**src/rtl/alu_accumulator.sv**
```systemverilog
// Accumulating stage behind the 8-bit lab ALU: registers each result, feeds the
// low nibble back as operand B, and runs a 4-step shift-add multiply for func 7.
//
// state | meaning
// IDLE  | ready for a request; single-cycle ops complete here
// MUL   | shift-add multiply in progress, requests refused
module alu_accumulator #(
  parameter int MUL_STEPS = 4
) (
  input  logic       clk,
  input  logic       reset,
  input  logic       in_valid,
  output logic       in_ready,
  input  logic [3:0] a_in,
  input  logic [2:0] func,
  output logic [7:0] result,
  output logic [3:0] b_fb,
  output logic       out_valid
);

  typedef enum logic {IDLE = 1'b0, MUL = 1'b1} state_t;

  localparam logic [1:0] CNT_LAST = 2'(MUL_STEPS - 1);

  state_t     state_q, state_d;
  logic [3:0] a_q, b_q;
  logic [7:0] pp_q;
  logic [1:0] cnt_q;

  logic       accept;
  logic       mul_last;
  logic [3:0] b_cur;
  logic [4:0] rc_sum;
  logic       rc_carry;
  logic [7:0] alu_out;
  logic [7:0] step_add;
  logic [7:0] pp_next;

  assign b_cur    = result[3:0];
  assign b_fb     = result[3:0];
  assign accept   = in_valid & in_ready;
  assign mul_last = (state_q == MUL) && (cnt_q == CNT_LAST);

  // 4-bit ripple-carry chain; func 2 uses '+' and must match it bit for bit
  always_comb begin
    rc_sum   = 5'b0;
    rc_carry = 1'b0;
    for (int i = 0; i < 4; i++) begin
      rc_sum[i] = a_in[i] ^ b_cur[i] ^ rc_carry;
      rc_carry  = (a_in[i] & b_cur[i]) | (rc_carry & (a_in[i] ^ b_cur[i]));
    end
    rc_sum[4] = rc_carry;
  end

  always_comb begin
    alu_out = 8'h00;
    unique case (func)
      3'd0: alu_out = {3'b0, 5'(a_in) + 5'd1};
      3'd1: alu_out = {3'b0, rc_sum};
      3'd2: alu_out = {3'b0, 5'(a_in) + 5'(b_cur)};
      3'd3: alu_out = {a_in | b_cur, a_in ^ b_cur};
      3'd4: alu_out = {7'b0, |{a_in, b_cur}};
      3'd5: alu_out = {a_in, b_cur};
      3'd6: alu_out = a_in[3] ? 8'h00 : ({4'b0, b_cur} << a_in[2:0]);
      default: alu_out = 8'h00;
    endcase
  end

  assign step_add = a_q[cnt_q] ? ({4'b0, b_q} << cnt_q) : 8'h00;
  assign pp_next  = pp_q + step_add;

  always_ff @(posedge clk) begin
    if (reset) state_q <= IDLE;
    else       state_q <= state_d;
  end

  always_comb begin
    state_d = state_q;
    unique case (state_q)
      IDLE: if (accept && func == 3'd7) state_d = MUL;
      MUL:  if (mul_last)               state_d = IDLE;
      default: state_d = IDLE;
    endcase
  end

  always_comb begin
    in_ready = (state_q == IDLE);
  end

  always_ff @(posedge clk) begin
    if (reset) begin
      result    <= 8'h00;
      out_valid <= 1'b0;
      a_q       <= 4'h0;
      b_q       <= 4'h0;
      pp_q      <= 8'h00;
      cnt_q     <= 2'd0;
    end else begin
      out_valid <= 1'b0;
      if (accept) begin
        a_q   <= a_in;
        b_q   <= b_cur;
        pp_q  <= 8'h00;
        cnt_q <= 2'd0;
        if (func != 3'd7) begin
          result    <= alu_out;
          out_valid <= 1'b1;
        end
      end else if (state_q == MUL) begin
        pp_q  <= pp_next;
        cnt_q <= cnt_q + 2'd1;
        if (mul_last) begin
          result    <= pp_next;
          out_valid <= 1'b1;
        end
      end
    end
  end

endmodule
```
**config.mk**
```make
export PLATFORM = sky130hd
export DESIGN_NAME = alu_accumulator
export DESIGN_NICKNAME = d
export VERILOG_FILES = /design/src/rtl/alu_accumulator.sv
export SDC_FILE = /design/constraint.sdc
export NUM_CORES = 1
export LEC_CHECK = 0
export ABC_AREA = 1
export BUFFER_PORTS_ARGS = -buffer_cell sky130_fd_sc_hd__buf_4
export CAP_MARGIN = 20
export CORE_MARGIN = 2
export CORE_UTILIZATION = 30
export CTS_BUF_LIST = sky130_fd_sc_hd__clkbuf_4 sky130_fd_sc_hd__clkbuf_8 sky130_fd_sc_hd__clkbuf_16
export DETAILED_ROUTE_END_ITERATION = 10
export PLACE_DENSITY = 0.45
export SLEW_MARGIN = 15
export SYNTH_ARGS = -nofsm -noshare
export SYNTH_HDL_FRONTEND = slang
export SYNTH_SLANG_ARGS = --single-unit
```
**constraint.sdc**
```tcl
create_clock -name clk -period 3.25 [get_ports clk]
set_clock_uncertainty 0.15 [all_clocks]
set_input_delay 0.325 -clock clk [delete_from_list [all_inputs] [get_ports clk]]
set_output_delay 0.325 -clock clk [all_outputs]
set_load 0.03 [all_outputs]
```
# Word level (Yosys, flattened, before mapping)
# Cells that the tools add are included.
# W data, S select, Z words.
dict set report op_classes {
  addsub 4
  magnitude_cmp 1
  n_eq_ne 11
  shift 2
  n_mux 16
  bitwise_logic 21
  n_reduce_logical 9
}
# cell n
set op_table {}
lappend op_table {{$pmux W8 S7} 1}
lappend op_table {{$mux W8} 6}
lappend op_table {{$eq A3 B3 Y1 const B} 4}
lappend op_table {{$add A8 B8 Y8} 1}
lappend op_table {{$and A1 B1 Y1} 8}
lappend op_table {{$reduce_or A8 Y1} 1}
lappend op_table {{$shl A4 B2 Y8} 1}
lappend op_table {{$shl A4 B3 Y8} 1}
lappend op_table {{$mux W1} 7}
lappend op_table {{$xor A1 B1 Y1} 7}
lappend op_table {{$eq A3 B2 Y1 const B} 2}
lappend op_table {{$add A4 B1 Y5 const B} 1}
lappend op_table {{$add A4 B4 Y5} 1}
lappend op_table {{$or A4 B4 Y4} 1}
lappend op_table {{$reduce_and A4 Y1} 1}
lappend op_table {{$reduce_bool A2 Y1} 2}
lappend op_table {{$xor A4 B4 Y4} 1}
lappend op_table {{$eq A3 B1 Y1 const B} 1}
lappend op_table {{$logic_not A3 Y1} 1}
lappend op_table {{$lt A2 B3 Y1 const B} 1}
lappend op_table {{$ne A3 B3 Y1 const B} 1}
lappend op_table {{$or A1 B1 Y1} 3}
lappend op_table {{$reduce_and A3 Y1} 1}
lappend op_table {{$add A2 B1 Y2 const B} 1}
lappend op_table {{other kinds (8)} 9}
dict set report totals {
  regBits 28
  inputBits 10
  output_inout_bits 14
  wordCells 72
}

# Logic depth before layout (Yosys ltp)
# Gate-level depths: netlist (run 1).
dict set report depth {
  word_depth 10
  mapped_depth 20
  depth_no_buf 19
}

# Least setup slack after synthesis (run 1)
# No wires, ideal clock.
dict set report synth_timing {
  path_kind {reg2reg}
  from {register result[0]}
  to {register result[3]}
  t_arrival_ps 2339
  required_ps 2982
  setup_slack_ps 643
  path_stages_with_launch 11
  path_buffers 0
  period_less_slack_ps 2607
  path_cell_list {dfxtp_1 ha_1 inv_1 fa_1 fa_1 inv_1 fa_1 a22oi_1 nand3_1 nand2_1 a21oi_2}
}
dict set report synth_between {
  elab_chain_len 9
}
# element line_no
set synth_lines {}
lappend synth_lines {{from (decl)} 16} ;# output logic [7:0] result,
lappend synth_lines {{from (signal assigned)} 106} ;# result <= alu_out;
lappend synth_lines {{from (signal assigned)} 113} ;# result <= pp_next;
lappend synth_lines {{$and A1 B1 Y1 (2 in a row)} 50} ;# rc_carry = (a_in[i] & b_cur[i]) | (rc_carry & (a_in[i] ^ b_cur[i]));
lappend synth_lines {{$or A1 B1 Y1} 50}
lappend synth_lines {{$and A1 B1 Y1} 50}
lappend synth_lines {{$or A1 B1 Y1} 50}
lappend synth_lines {{$xor A1 B1 Y1} 49} ;# rc_sum[i] = a_in[i] ^ b_cur[i] ^ rc_carry;
lappend synth_lines {{$pmux W8 S7 (*)} 57} ;# unique case (func)
lappend synth_lines {{$mux W8 (*)} 105} ;# if (func != 3'd7) begin
lappend synth_lines {{$mux W8 (*)} 100} ;# if (accept) begin
# Every way passes the cells marked *; elsewhere a longest branch is shown, timed or not. The select of a mux whose other input is x is not followed.
# A chain may end at the register's enable or synchronous reset.

# Worst setup path in the final report (run 1)
dict set report layout_timing {
  from {register cnt_q[0]}
  to {register result[5]}
}
dict set report layout_between {
  elab_chain_len 7
}
# element line_no
set layout_lines {}
lappend layout_lines {{from (decl)} 28} ;# logic [1:0] cnt_q;
lappend layout_lines {{from (signal assigned)} 111} ;# cnt_q <= cnt_q + 2'd1;
lappend layout_lines {{$bmux W1 S2} 69} ;# assign step_add = a_q[cnt_q] ? ({4'b0, b_q} << cnt_q) : 8'h00;
lappend layout_lines {{$mux W1 (implied by the code)} 69}
lappend layout_lines {{$mux W8} 69}
lappend layout_lines {{$add A8 B8 Y8} 70} ;# assign pp_next = pp_q + step_add;
lappend layout_lines {{$mux W8} 112} ;# if (mul_last) begin
lappend layout_lines {{$mux W8} 109} ;# end else if (state_q == MUL) begin
lappend layout_lines {{$mux W8} 100}
# Several ways; a longest one is shown, not always the timed one. The select of a mux whose other input is x is not followed.

==> results of run 1 <==
==> Yosys cell counts (all sizes together) <==
cell type	instances
nand3	33
a2bb2oi	1
o21ai	35
nand4	9
nor2	30
a21oi	31
mux2i	3
ha	18
xnor2	1
o211ai	4
o2bb2ai	1
a22oi	1
clkbuf	3
nand3b	3
nor3	4
dfxtp	28
buf	9
nand2	90
fa	5
inv	58
==> flip-flops by register name, indices dropped and copies added, names as in the netlist <==
| name | cells |
|---|---|
| result | 8 |
| out_valid | 1 |
| b_q | 4 |
| cnt_q | 2 |
| state_q | 1 |
| a_q | 4 |
| pp_q | 8 |
==> kinds of logic after synthesis <==
| group | Yosys count | share of synthesized area |
|---|---|---|
| simple gates | 169 | 0.324 |
| compound gates | 73 | 0.166 |
| buf+inv | 70 | 0.130 |
| flops | 28 | 0.230 |
| fa+ha+maj | 23 | 0.134 |
| mux | 3 | 0.0123 |
| xor+xnor | 1 | 0.00360 |
==> layout by cell type (no fill, tap or decap), types with 3 or more instances in the layout <==
| cell type | n |
|---|---|
| a21oi_1 | 30 |
| buf_4 | 24 |
| clkbuf_8 | 3 |
| dfxtp_1 | 28 |
| fa_1 | 5 |
| ha_1 | 18 |
| inv_1 | 50 |
| inv_2 | 5 |
| mux2i_1 | 3 |
| nand2_1 | 87 |
| nand3_1 | 31 |
| nand3b_1 | 3 |
| nand4_1 | 9 |
| nor2_1 | 26 |
| nor2_4 | 3 |
| nor3_1 | 4 |
| o211ai_1 | 4 |
| o21ai_0 | 27 |
| o21ai_1 | 6 |
==> cell type report <==
type / count / area share
multi-input cells: 269 / 0.577
well taps: 102 / 0.0473
clock buffers: 3 / 0.0153
flip-flops and latches: 28 / 0.208
inverters: 58 / 0.0862
repair buffers: 24 / 0.0667
==> layer usage <==
metal  wire, um  GRT usage  part of all wire
met5          0          0                 0
met2       3170      0.279              0.46
met3         92     0.0144             0.013
met4        123     0.0471             0.018
met1       3530      0.232              0.51
==> stage by stage <==
stage	util	total power, W	instances	hold WS [ns]
5_1_grt	0.346	0.000863	484	0.0944
3_5_place_dp	0.341	0.000627	481	0.312
6_report	0.346	0.000811	484	0.0975
3_3_place_gp	0.341	0.000626	481	0.312
4_1_cts	0.346	0.000826	484	0.0919
2_1_floorplan	-	0.000549	367	0.247
==> final timing paths <==
check | startpoint | endpoint | slack (ns) | cells after the start
setup / recovery | cnt_q[0] | result[5] | 0.62 | 15
hold / removal | reset | out_valid | 0.1 | 2
setup reg to reg | cnt_q[0] | result[5] | 0.62 | 15
hold reg to reg | pp_q[0] | pp_q[0] | 0.33 | 2
==> power by group through the flow <==
stage               clock network [W]  registers [W]  logic (W)
floorplan                           0       0.000397   0.000152
global placement                    0       0.000387   0.000239
detailed placement                  0       0.000387   0.000240
CTS                          0.000206       0.000379   0.000240
global route                 0.000214       0.000381   0.000267
finish                       0.000194       0.000378   0.000239
==> metrics.csv, run 1 <==
stage,metric,value,unit
run_status,outcome,"finished, final reports clean",
global_routing,grt_max_degree,29,
finish,diodes,0,
yosys,synth.distinct_cells,36,
clocking,cts_resized,0,
finish,fillerInstances,907,
placed_design,hpwl,5500,um
sta,period_share,0.810,
route,vias_per_cell,4.84,
critical_path,crit_type,reg -> reg,
sta,setup_violations,0,
placed_design,dp_slack,0.650,ns
route,vias,2341,
yosys,syn-mean-instance-area,6.63,um^2
clocking,clk_latency,0.27,ns
route,wl_per_cell,14.3,um
sta,drv_slew,0,
worst_hold_path,hold_class,in -> reg,
route,wirelength,6920,um
route,antenna_left,0,
critical_path,critPathMaxFanout,10,
sta,fin_setup_tns,0,ns
clocking,tritoncts,done,
clocking,cts_buffer_depth,2,
yosys,yosysTopAreaCell,dfxtp_1,
finish,regArea,561,um^2
yosys,syn_nets,400,
yosys,synth_top_cell_area_share,0.230,
route,dr.pass1.iters,4,
sta,clock.fmax,0.380,GHz
power,swShare,0.354,
clocking,cts_hold_buf,0,
floorplan,core,0.00781,mm^2
clocking,post_cts_buffers,0,
critical_path,cpPeakStageDelay,0.56,ns
floorplan,design.die.area,0.00885,mm^2
finish,final_nets,417,
critical_path,cp-start-kind,flop,
yosys,synthTopCellsByArea,"dfxtp_1 23%, nand2_1 13%, ha_1 9.3%, inv_1 7.7%, nand3_1 6.4%",
finish,finalInstanceArea,0.00270,mm^2
floorplan,ios,24,
yosys,synth.cell_area,0.00243,mm^2
floorplan,die_height,94.1,um
power,seq_power_share,0.467,
global_routing,grt_usage,0.168,
global_routing,overflow,0,
yosys,yosys_register_bits,28,
job,max_cap_violations,0,
clocking,cts_htree_levels,1,
placed_design,io_buffer_count,23,
power,cellLeakagePower,1.32,nW
sta,finalHoldViolCount,0,
route,drcViolationCount,0,
finish,multiInputGateArea,0.00156,mm^2
sta,max_slew_margin,0.695,
critical_path,cp_cell_sequence,"inv_1, o21ai_0, nand2_1, o21ai_0, inv_1, ha_1, nand2_1, inv_1, nand3_1, nand3_1, nand2_1, nand3_1, nand3_1, nand2_1, inv_1",
power,pwr-share-clk,0.239,
clocking,root_buffer,clkbuf_8,
floorplan,row_count,32,
yosys,syn_inst,367,
critical_path,crit_slowest_cell,dfxtp_1,
sta,setup_ws,0.619,ns
sta,worst_pin_slew,0.457,ns
power,power_density,300,mW/mm^2
clocking,cts_sinks,28,
sta,post-route-min-period,2.63,ns
yosys,ys_seq_area_frac,0.230,
power,comb_power_share,0.294,
critical_path,cp.required,3.29,ns
power,p_int,0.000524,W
critical_path,end_kind,flop,
placed_design,post_dp_cell_area,0.00266,mm^2
sta,grt_setup_unrepaired,no,
finish,layout-drive-gt1-share,0.123,
critical_path,arrival,2.67,ns
global_routing,antenna_found_initial,0,
placed_design,gp_congestion,0.869,
route,drtIter0Drc,78,
power,ir_worst_vdd,0.123,mV
global_routing,first_global_vias,2383,
floorplan,die_w,94.1,um
global_routing,grt_pass1_wl,11800,um
critical_path,cp_num_buf_inv,4,
yosys,yosysWarnings,0,
clocking,path_clk_slew,0.10,ns
clocking,numCtsBuffers,3,
finish,area_growth,11.0,%
power,p_switching,0.000287,W
floorplan,initial_core_util,0.312,
critical_path,crit_family,simple AND/OR/NAND/NOR gates,
Power figures use the tool's default switching activity.
==> run 2: changes to the inputs <==
Clock period 3.25 ns to 2.7 ns, I/O delays scaled along.
==> metrics.csv, run 2 (synthesis results as in run 1) <==
stage,metric,value,unit
run_status,outcome,"finished, final reports clean",
critical_path,r2r_setup_slack,0.24,ns
floorplan,initial_core_util,0.312,
critical_path,crit_type,reg -> reg,
global_routing,grt_usage,0.168,
sta,clock.fmax,0.407,GHz
finish,layout-drive-gt1-share,0.142,
sta,drv_slew,0,
route,wl_per_cell,14.3,um
critical_path,cp-start-kind,flop,
clocking,root_buffer,clkbuf_8,
floorplan,row_count,32,
power,ir_worst_vdd,0.259,mV
clocking,tritoncts,done,
clocking,cts_sinks,28,
global_routing,overflow,0,
route,drtIter0Drc,144,
worst_hold_path,hold_depth,2,
finish,instances_no_fill,489,
sta,grt_setup_unrepaired,no,
floorplan,die_w,94.1,um
clocking,cts_htree_levels,1,
placed_design,post_dp_cell_area,0.00269,mm^2
finish,layout_common_cells,"87 x nand2_1, 50 x inv_1, 31 x nand3_1",
sta,setup_violations,0,
critical_path,end_kind,flop,
finish,final_common_cell,nand2_1,
floorplan,design.die.area,0.00885,mm^2
sta,max_slew_margin,0.695,
sta,fin_setup_tns,0,ns
sta,post-route-min-period,2.46,ns
clocking,numCtsBuffers,3,
power,cellLeakagePower,1.36,nW
critical_path,cp.required,2.73,ns
route,antenna_left,0,
placed_design,dp_slack,0.220,ns
power,power_density,395,mW/mm^2
clocking,cts_buffer_depth,2,
floorplan,ios,24,
critical_path,critPathMaxFanout,2,
global_routing,antenna_found_initial,0,
critical_path,reg2reg_from,result[0],
global_routing,grt_pass1_wl,11700,um
global_routing,first_global_vias,2364,
route,dr.pass1.iters,5,
placed_design,hpwl,5480,um
placed_design,io_buffer_count,23,
finish,reg_top3,"pp_q (8), result (8)",
route,wirelength,7000,um
sta,setup_ws,0.243,ns
route,drcViolationCount,0,
sta,worst_pin_slew,0.458,ns
power,power,0.00109,W
placed_design,place_inst,485,
sta,finalHoldViolCount,0,
floorplan,core,0.00781,mm^2
sta,period_share,0.910,
floorplan,die_height,94.1,um
route,vias,2409,
critical_path,arrival,2.49,ns
job,max_cap_violations,0,
worst_hold_path,whs_endpoint,out_valid,
finish,finalInstanceArea,0.00277,mm^2
critical_path,reg2reg_to,result[3],
finish,area_growth,13.8,%
worst_hold_path,hold_class,in -> reg,
critical_path,reg2reg_depth,10,
global_routing,grt_max_degree,29,
finish,final_nets,421,
route,vias_per_cell,4.93,
finish,diodes,0,
clocking,clk_latency,0.28,ns
worst_hold_path,min-delay-start,reset,
clocking,path_clk_slew,0.11,ns
placed_design,gp_congestion,0.910,
## run 2: cell count changes in the layout (fill, tap and decap cells not counted)
cell / delta
mux2i_1: -2
buf_4: +4
dfxtp_1: -1
mux2i_2: +2
bufinv_16: +1
dfxtp_2: +1
## run 2: layout make-up
| class | instances | area [um^2] |
|---|---|---|
| inverter | 58 | 233 |
| fill | 857 | 5040 |
| sequential | 28 | 562 |
| clock buffer | 3 | 41.3 |
| multi-input combinational | 269 | 1570 |
| clock inverter | 1 | 30.0 |
| timing repair buffer | 28 | 210 |
| tap | 102 | 128 |
## run 2: critical path, stage by stage, from the launching register on
cell	delay [ns]
dfxtp_1	0.39
ha_1	0.16
inv_1	0.04
fa_1	0.37
fa_1	0.37
inv_1	0.08
fa_1	0.40
a22oi_1	0.17
nand3_1	0.09
nand2_1	0.08
a21oi_2	0.05
## run 2: through the flow
stage | util | hold slack, ns
after floorplan | - | 0.192
after global placement | 0.344 | 0.321
after detailed placement | 0.344 | 0.331
after CTS | 0.354 | 0.0420
after global routing | 0.355 | 0.0443
final | 0.355 | 0.0489
## run 2: worst max-delay path by stage
stage                          from        end  slack (ns)
after floorplan           result[0]  result[3]        0.09
after global placement     cnt_q[0]  result[4]        0.23
after detailed placement    a_in[1]  result[3]        0.22
after CTS                  cnt_q[0]  result[4]        0.24
after global routing       cnt_q[0]  result[6]        0.03
final                     result[0]  result[3]        0.24
## run 2: repair_timing
action,CTS,global route
resized for setup,0,3
endpoints found under the hold margin,0,0
hold buffers,0,0
buffers inserted,0,0
setup endpoints to repair,0,4
## run 2: per-layer routing
| layer | part of all wire | vias to the layer above | global-route usage |
|---|---|---|---|
| li1 | - | 1237 | - |
| met1 | 0.50 | 1089 | 0.237 |
| met2 | 0.44 | 71 | 0.273 |
| met3 | 0.042 | 12 | 0.0152 |
| met4 | 0.018 | 0 | 0.0471 |
| met5 | 0 | - | 0 |
## run 2: where the power goes
part | switching, W | internal, W | total, W
Clock | 0.000143 | 0.000199 | 0.000342
Combinational | 0.000195 | 0.000101 | 0.000296
Sequential | 0.0000198 | 0.000435 | 0.000455
